File: config.mk
export PLATFORM = sky130hd
export DESIGN_NAME = uart_tx_ctrl_flat
export DESIGN_NICKNAME = d
export VERILOG_FILES = /design/src/rtl/uart_tx_pkg.sv /design/src/rtl/uart_tx_if.sv /design/src/rtl/uart_tx_serializer.sv /design/src/rtl/uart_tx_ctrl.sv /design/src/flat_wrapper.sv
export SDC_FILE = /design/constraint.sdc
export NUM_CORES = 1
export LEC_CHECK = 0
export CAP_MARGIN = 30
export CORE_MARGIN = 4
export CORE_UTILIZATION = 50
export CTS_CLUSTER_SIZE = 20
export DETAILED_ROUTE_END_ITERATION = 8
export PLACE_DENSITY = 0.76
export SLEW_MARGIN = 20
export SYNTH_ARGS = -nofsm -noshare
export SYNTH_HDL_FRONTEND = slang
export SYNTH_SLANG_ARGS = --single-unit
File: constraint.sdc
create_clock -name CLK -period 1.76 [get_ports CLK]
set_input_delay 0.352 -clock CLK [delete_from_list [all_inputs] [get_ports CLK]]
set_output_delay 0.352 -clock CLK [all_outputs]
set_load 0.03 [all_outputs]
File: src/rtl/uart_tx_pkg.sv
// Shared definitions for the UART transmit controller: frame state encoding,
// default data width and serial line levels.
// Optional second stop bit: define UART_TX_STOP2_EN.
package uart_tx_pkg;

    localparam int DATA_WIDTH_DEF = 8;

    localparam logic LINE_IDLE  = 1'b1;
    localparam logic LINE_START = 1'b0;
    localparam logic LINE_STOP  = 1'b1;

    typedef enum logic [2:0] {
        ST_IDLE   = 3'd0,
        ST_START  = 3'd1,
        ST_DATA   = 3'd2,
        ST_PARITY = 3'd3,
        ST_STOP   = 3'd4
`ifdef UART_TX_STOP2_EN
        ,
        ST_STOP2  = 3'd5
`endif
    } tx_state_e;

endpackage

File: src/rtl/uart_tx_if.sv
// Byte request / serial line bundle between the TX data source (master)
// and the UART transmit controller (slave).
interface uart_tx_if #(
    parameter int DATA_WIDTH = 8
);
    logic [DATA_WIDTH-1:0] P_DATA;
    logic                  Data_Valid;
    logic                  PAR_EN;
    logic                  PAR_TYP;
    logic                  TX_OUT;
    logic                  busy;

    modport master (
        output P_DATA, Data_Valid, PAR_EN, PAR_TYP,
        input  TX_OUT, busy
    );

    modport slave (
        input  P_DATA, Data_Valid, PAR_EN, PAR_TYP,
        output TX_OUT, busy
    );
endinterface

File: src/rtl/uart_tx_serializer.sv
// Data shift register and bit counter for one UART frame. The controller
// reads bit_cur for the first data bit and bit_nxt while already in DATA,
// because the shift and the registered output update on the same edge.
module uart_tx_serializer
    import uart_tx_pkg::*;
#(
    parameter int DATA_WIDTH = DATA_WIDTH_DEF
) (
    input  logic                  CLK,
    input  logic                  RST,
    input  logic                  load,
    input  logic                  shift,
    input  logic [DATA_WIDTH-1:0] data_in,
    output logic                  bit_cur,
    output logic                  bit_nxt,
    output logic                  done
);
    localparam int CW = $clog2(DATA_WIDTH);
    localparam logic [CW-1:0] CNT_LAST = CW'(DATA_WIDTH - 1);

    logic [DATA_WIDTH-1:0] sreg_q;
    logic [CW-1:0]         cnt_q;

    // Load the byte on accept, then shift right once per data bit; counter saturates.
    always_ff @(posedge CLK or negedge RST) begin
        if (!RST) begin
            sreg_q <= '0;
            cnt_q  <= '0;
        end else if (load) begin
            sreg_q <= data_in;
            cnt_q  <= '0;
        end else if (shift) begin
            sreg_q <= sreg_q >> 1;
            if (cnt_q != CNT_LAST) begin
                cnt_q <= cnt_q + 1'b1;
            end
        end
    end

    assign bit_cur = sreg_q[0];
    assign bit_nxt = sreg_q[1];
    assign done    = (cnt_q == CNT_LAST);
endmodule

File: src/rtl/uart_tx_ctrl.sv
// UART transmit controller: accepts a byte while idle and sends
// start, data (LSB first), optional parity and stop bits, one per CLK.
// Optional second stop bit: define UART_TX_STOP2_EN.
//
// state  | meaning
// IDLE   | line high, waiting for Data_Valid
// START  | start bit (low)
// DATA   | data bits, LSB first
// PARITY | captured parity bit
// STOP   | stop bit (high)
// STOP2  | second stop bit (only with UART_TX_STOP2_EN)
module uart_tx_ctrl
    import uart_tx_pkg::*;
#(
    parameter int DATA_WIDTH = DATA_WIDTH_DEF
) (
    input  logic      CLK,
    input  logic      RST,
    uart_tx_if.slave  bus
);
    tx_state_e state_q, state_nxt;
    logic      tx_q, tx_nxt;
    logic      busy_q, busy_nxt;
    logic      par_en_q, par_bit_q;
    logic      load, shift;
    logic      bit_cur, bit_nxt, done;

    uart_tx_serializer #(.DATA_WIDTH(DATA_WIDTH)) u_ser (
        .CLK     (CLK),
        .RST     (RST),
        .load    (load),
        .shift   (shift),
        .data_in (bus.P_DATA),
        .bit_cur (bit_cur),
        .bit_nxt (bit_nxt),
        .done    (done)
    );

    // State, registered line outputs and per-frame parity settings.
    always_ff @(posedge CLK or negedge RST) begin
        if (!RST) begin
            state_q   <= ST_IDLE;
            tx_q      <= LINE_IDLE;
            busy_q    <= 1'b0;
            par_en_q  <= 1'b0;
            par_bit_q <= 1'b0;
        end else begin
            state_q <= state_nxt;
            tx_q    <= tx_nxt;
            busy_q  <= busy_nxt;
            if (load) begin
                par_en_q  <= bus.PAR_EN;
                par_bit_q <= bus.PAR_TYP ? ~^bus.P_DATA : ^bus.P_DATA;
            end
        end
    end

    // Next state and the line level that state will drive.
    always_comb begin
        state_nxt = state_q;
        tx_nxt    = LINE_IDLE;
        load      = 1'b0;
        shift     = 1'b0;
        case (state_q)
            ST_IDLE: begin
                if (bus.Data_Valid) begin
                    state_nxt = ST_START;
                    load      = 1'b1;
                    tx_nxt    = LINE_START;
                end
            end
            ST_START: begin
                state_nxt = ST_DATA;
                tx_nxt    = bit_cur;
            end
            ST_DATA: begin
                shift = 1'b1;
                if (!done) begin
                    tx_nxt = bit_nxt;
                end else if (par_en_q) begin
                    state_nxt = ST_PARITY;
                    tx_nxt    = par_bit_q;
                end else begin
                    state_nxt = ST_STOP;
                    tx_nxt    = LINE_STOP;
                end
            end
            ST_PARITY: begin
                state_nxt = ST_STOP;
                tx_nxt    = LINE_STOP;
            end
`ifdef UART_TX_STOP2_EN
            ST_STOP: begin
                state_nxt = ST_STOP2;
                tx_nxt    = LINE_STOP;
            end
            ST_STOP2: begin
                state_nxt = ST_IDLE;
                tx_nxt    = LINE_IDLE;
            end
`else
            ST_STOP: begin
                state_nxt = ST_IDLE;
                tx_nxt    = LINE_IDLE;
            end
`endif
            default: begin
                state_nxt = ST_IDLE;
                tx_nxt    = LINE_IDLE;
            end
        endcase
        busy_nxt = (state_nxt != ST_IDLE);
    end

    assign bus.TX_OUT = tx_q;
    assign bus.busy   = busy_q;
endmodule

File: src/flat_wrapper.sv
// flat-port wrapper written by rule: the top's interface ports become plain ports
module uart_tx_ctrl_flat import uart_tx_pkg::*;
#(
    parameter int DATA_WIDTH = DATA_WIDTH_DEF
)
  (CLK, RST, bus_P_DATA, bus_Data_Valid, bus_PAR_EN, bus_PAR_TYP, bus_TX_OUT, bus_busy);
  uart_tx_if #(.DATA_WIDTH(DATA_WIDTH)) bus_i ();
  input  logic CLK;
  input  logic RST;
  input wire logic [$bits(bus_i.P_DATA)-1:0] bus_P_DATA;
  input wire logic [$bits(bus_i.Data_Valid)-1:0] bus_Data_Valid;
  input wire logic [$bits(bus_i.PAR_EN)-1:0] bus_PAR_EN;
  input wire logic [$bits(bus_i.PAR_TYP)-1:0] bus_PAR_TYP;
  output wire logic [$bits(bus_i.TX_OUT)-1:0] bus_TX_OUT;
  output wire logic [$bits(bus_i.busy)-1:0] bus_busy;
  assign bus_i.P_DATA = bus_P_DATA;
  assign bus_i.Data_Valid = bus_Data_Valid;
  assign bus_i.PAR_EN = bus_PAR_EN;
  assign bus_i.PAR_TYP = bus_PAR_TYP;
  assign bus_TX_OUT = bus_i.TX_OUT;
  assign bus_busy = bus_i.busy;
  uart_tx_ctrl #(.DATA_WIDTH(DATA_WIDTH)) u_core (.CLK(CLK), .RST(RST), .bus(bus_i));
endmodule
---- Word level (Yosys, flattened, before mapping) ----
Cells that the tools add are included.
word-level totals
  register bits after elaboration ......... 18
  latch bits .............................. 0
  memory bits (writable) .................. 0
  bits in read-only memories .............. 0
  input port bits ......................... 13
  word-level logic and storage cells ...... 37
  memories ................................ 0
operators by class
  add/sub/neg operators ................... 1
  multiply operators ...................... 0
  divide/modulo/power cells ............... 0
  order comparisons ....................... 0
  eq/ne operators ......................... 5
  shift operators ......................... 0
  muxes and demuxes ....................... 17
  bitwise operators ....................... 0
  reductions and logical operators ........ 7
operators with widths
  operator                                       count
  2-to-1 mux 3 bit                               6
  2-to-1 mux 8 bit                               2
  one-hot mux 3 bit (4 select lines)             1
  XNOR reduction 8 bit                           1
  XOR reduction 8 bit                            1
  2-to-1 mux 1 bit                               7
  == test 3 x 2 -> 1 bit, second input constant  2
  nonzero test 2 bit                             2
  adder 3 x 1 -> 3 bit, second input constant    1
  == test 3 x 1 -> 1 bit, second input constant  1
  == test 3 bit, second input constant           1
  zero test 3 bit                                1
  != test 3 bit, second input constant           1
  one-hot mux 1 bit (3 select lines)             1
  nonzero test 3 bit                             1
  AND reduction 2 bit                            1

---- Longest topological paths before layout ----
  depth after elaboration ................. 4
  gate-level depth with buffers ........... 6
  gate-level depth less buffers ........... 6

---- By module ----
A second synthesis with hierarchy kept.
unflattened totals
  cells, all modules ...................... 85
  area total of the unflattened synthesis .. 923.4 µm²
modules (own cells, without submodules)
  module              times used  cells an instance  area an instance (µm²)
  uart_tx_serializer  1           47                 530.5
  uart_tx_ctrl        1           38                 392.9

---- Worst setup path after synthesis ----
No wires, ideal clock.
  path type ............................... flip-flop to flip-flop
  start point ............................. register u_core.u_ser.cnt_q[0]
  end point ............................... register u_core.u_ser.cnt_q[1]
  setup time .............................. 119 ps
  arrival ................................. 1,322 ps
  data required time ...................... 1,641 ps
  slack ................................... 319 ps
  cell stages (with the launch flop) ...... 6
  path buffers ............................ 0
  period minus slack after synthesis ...... 1,441 ps
  cell sequence ........................... dfrtp_1 ha_1 ha_1 nor3_2 mux2i_1 nor2_1
on the way
  cells in the longest elaborated chain, start to end .. 4
  elaborated cells on any way between the ends .. 7
  those cells by class .................... add/sub (1); eq/ne (1); mux (3); reduce/logical (2)
RTL lines
  what                    RTL line                  RTL
  from (decl)             uart_tx_serializer.sv:22  logic [CW-1:0] cnt_q;
  from (signal assigned)  uart_tx_serializer.sv:35  cnt_q <= cnt_q + 1'b1;
  adder 3 x 1 -> 3 bit    uart_tx_serializer.sv:35
  2-to-1 mux 3 bit        uart_tx_serializer.sv:34  if (cnt_q != CNT_LAST) begin
  2-to-1 mux 3 bit        uart_tx_serializer.sv:32  end else if (shift) begin
  2-to-1 mux 3 bit        uart_tx_serializer.sv:29  end else if (load) begin
Parallel ways exist; a longest one is shown, timed or not. The select of a mux whose other input is x is not followed.
A chain may end at the register's enable or synchronous reset.

---- Worst setup path after layout ----
  start point ............................. register u_core.busy_q, in the netlist u_core.bus.busy
  end point ............................... output bus_busy
RTL lines
  what                    RTL line            RTL
  from (decl)             uart_tx_ctrl.sv:23  logic busy_q, busy_nxt;
  from (signal assigned)  uart_tx_ctrl.sv:50  busy_q <= busy_nxt;
  to (decl)               flat_wrapper.sv:15  output wire logic [$bits(bus_i.busy)-1:0] bus_busy;
No word-level cell between the ends.

==> results.sh <==
export IMPL_drv_cap=0
export IMPL_status="completed"
export IMPL_cts_sinks=18
export IMPL_syn_avg_cell_area_um2=11.1
export IMPL_grt_max_degree=19
export IMPL_period_share_pct=93.2
export IMPL_post_cts_buffers=0
export IMPL_portBuffers=14
export IMPL_cp_end_kind="primary output"
export IMPL_io_pins=15
export IMPL_cp_start_kind="flop"
export IMPL_fp_dieW_um=50.3
export IMPL_layout_setup_ws_ns=0.120
export IMPL_crit_slowest_cell="clkdlybuf4s50_1"
export IMPL_place_congestion=0.761
export IMPL_num_vias=660
export IMPL_layout_commonest_cell="dfrtp_1"
export IMPL_layout_drive_gt1_share_pct=18.3
export IMPL_clockBufferDepth=2
export IMPL_ant_nets=0
export IMPL_p_per_area_mw_per_mm2=1590
export IMPL_dp_hpwl_um=1240
export IMPL_routed_wirelength_um=1660
export IMPL_clock_root_buffer="clkbuf_4"
export IMPL_setup_viol=0
export IMPL_drt_pass1_iter_count=4
export IMPL_grt_usage_pct=15.9
export IMPL_vdd_drop_max_mv=0.806
export IMPL_setup_tns_final_ns=0
export IMPL_critical_path_class="flop to primary output"
export IMPL_grt_pass1_vias=685
export IMPL_mappedNetlistNets=96
export IMPL_initial_core_util_pct=52.5
export IMPL_grt_first_pass_wirelength_um=3000
export IMPL_rsz0062_at_grt="false"
export IMPL_cp_top_family="buffers and inverters"
export IMPL_final_cell_mix="17 x dfrtp_1, 15 x nand2_1, 13 x clkdlybuf4s50_1"
export IMPL_fill_cells=139
export IMPL_ys_types=25
export IMPL_clkLatencyLatePin_ns=0.30
export IMPL_synth_xor_area_share_pct=9.50
export IMPL_fmax_mhz=610
export IMPL_final_cell_area_mm2=0.00113
export IMPL_seq_area_frac_synth_pct=50.4
export IMPL_yosysTopAreaCellShare_pct=47.5
export IMPL_antenna_found_initial=0
export IMPL_fp_row_count=15
export IMPL_netlist_area_um2=896
export IMPL_synth_compound_area_share_pct=10.6
export IMPL_cellLeakagePower_nw=0.522
export IMPL_synth_adder_area_share_pct=2.79
export IMPL_areaGrowthSynthToFinish_pct=26.4
export IMPL_cts_hold_buffers=0
export IMPL_worst_slew_pin_slew_ns=0.368
export IMPL_slowest_delay_ns=0.66
export IMPL_arrival_ns=1.29
export IMPL_yosys_top_cells_area="dfrtp_1 47%, nand2_1 6.3%, a22oi_1 5.9%, xnor2_1 5.9%, nor2_1 3.8%"
export IMPL_synthSimpleGateAreaFrac_pct=18.6
export IMPL_cts_buffers=3
export IMPL_power_w=0.00180
export IMPL_htree_num_levels=1
export IMPL_min_period_ns=1.64
export IMPL_via_per_inst=5.12
export IMPL_path_cells="clkdlybuf4s50_1"
export IMPL_wl_per_cell_um=12.9
export IMPL_die_area_mm2=0.00253
export IMPL_final_nets=120
export IMPL_drtIter0Drc=10
export IMPL_path_clk_slew_ns=0.10
export IMPL_drv_slew=0
export IMPL_fin_skew_ns=0.00192
export IMPL_finalHoldViolCount=0
export IMPL_relSlewSlack_pct=75.5
export IMPL_fp_dieH_um=50.3
export IMPL_ys_seq_elements=18
export IMPL_place_area_mm2=0.00110
export IMPL_worstPathMaxFanout=1
export IMPL_cts_tree="built"
export IMPL_synth_top_family_by_area="simple AND/OR/NAND/NOR gates"
export IMPL_synth_top_area_cell="dfrtp_1"
export IMPL_core_mm2=0.00171
export IMPL_min_path_type="input port to async pin"
export IMPL_ys_warn_count=0
export IMPL_crit_required_ns=1.41
export IMPL_pre_cts_slack_ns=-0.182
export IMPL_muxShareOfSynthArea_pct=4.75
export IMPL_path_buf_inv=1
export IMPL_post_cts_resized=1
export IMPL_drc=0
export IMPL_grt_overflow_total=0
export IMPL_netlist_instances=81
export IMPL_antenna_cells=0
==> area by class of cell <==
type | count | area, µm² | share of cell area, %
tap | 25 | 31.3 | 2.76
timing repair buffer | 21 | 191 | 16.9
sequential | 18 | 452 | 39.9
multi-input combinational | 59 | 414 | 36.6
clock buffer | 4 | 36.3 | 3.20
inverter | 2 | 7.51 | 0.663
==> worst paths after layout <==
path                                               startpoint                                 end  slack, ns  cells after the start
min in group CLK           u_core.u_ser.sreg_q[5]$_DFFE_PN0P_  u_core.u_ser.sreg_q[5]$_DFFE_PN0P_       0.49                      2
max in group asynchronous                                 RST         u_core.bus.TX_OUT$_DFF_PN1_       1.14                      2
min reg2reg                u_core.u_ser.sreg_q[5]$_DFFE_PN0P_  u_core.u_ser.sreg_q[5]$_DFFE_PN0P_       0.49                      2
max reg2reg                 u_core.u_ser.cnt_q[0]$_DFFE_PN0P_   u_core.u_ser.cnt_q[2]$_DFFE_PN0P_       0.22                      5
min                                                       RST  u_core.u_ser.sreg_q[2]$_DFFE_PN0P_       0.37                      2
max                                 u_core.bus.busy$_DFF_PN0_                            bus_busy       0.12                      1
==> worst reg2reg max path, delay by kind of cell (launching register included) <==
family	cells	cell delay, ns
adders and majority gates	2	0.45
DFF	1	0.41
and+or+nand+nor	2	0.36
muxes	1	0.22
==> state kept, by name, indices dropped and copies added (netlist names) <==
| name | flops |
|---|---|
| u_core.state_q | 3 |
| u_core.par_bit_q | 1 |
| u_core.par_en_q | 1 |
| u_core.u_ser.sreg_q | 8 |
| u_core.bus.TX_OUT | 1 |
| u_core.bus.busy | 1 |
| u_core.u_ser.cnt_q | 3 |
==> kinds of logic (layout without fill, tap and decap cells) <==
| kind of cell | count (synthesis) | in the layout |
|---|---|---|
| DFF | 18 | 18 |
| adders and majority gates | 2 | 2 |
| and+or+nand+nor | 31 | 31 |
| AOI/OAI and AO/OA | 14 | 14 |
| xor gates and xnor gates | 8 | 8 |
| muxes | 4 | 4 |
| buffers and inverters | 4 | 27 |
==> per-layer routing <==
layer | wire (µm) | GRT usage, % | vias up
li1 | - | - | 323
met1 | 732 | 19.8 | 318
met2 | 811 | 25.9 | 14
met3 | 73 | 3.26 | 5
met4 | 44 | 8.07 | 0
met5 | 0 | 0 | -
==> power breakdown <==
group / switching, W / internal [W] / leakage, nW
Sequential: 0.000160 / 0.000612 / 0.223
Clock: 0.000131 / 0.000126 / 0.0210
Combinational: 0.000396 / 0.000378 / 0.278
==> cell usage after synthesis, drive strengths merged <==
cell type / number
xnor2: 6
xor2: 1
xnor3: 1
a22o: 1
or3: 1
a21oi: 2
buf: 2
mux2: 2
a22oi: 7
mux2i: 2
inv: 2
a31o: 1
dfstp: 1
nor4b: 1
nor3b: 1
dfrtp: 17
ha: 2
nand2b: 1
nand2: 15
nor2: 10
o21ai: 3
nor3: 2
==> through the flow <==
stage | hold slack, ns | cells | util, %
2_1_floorplan | 0.0564 | 81 | -
3_3_place_gp | 0.460 | 125 | 64.2
3_5_place_dp | 0.463 | 125 | 64.2
4_1_cts | 0.370 | 129 | 66.3
5_1_grt | 0.388 | 129 | 66.3
6_report | 0.366 | 129 | 66.3
Power figures use the tool's default switching activity.
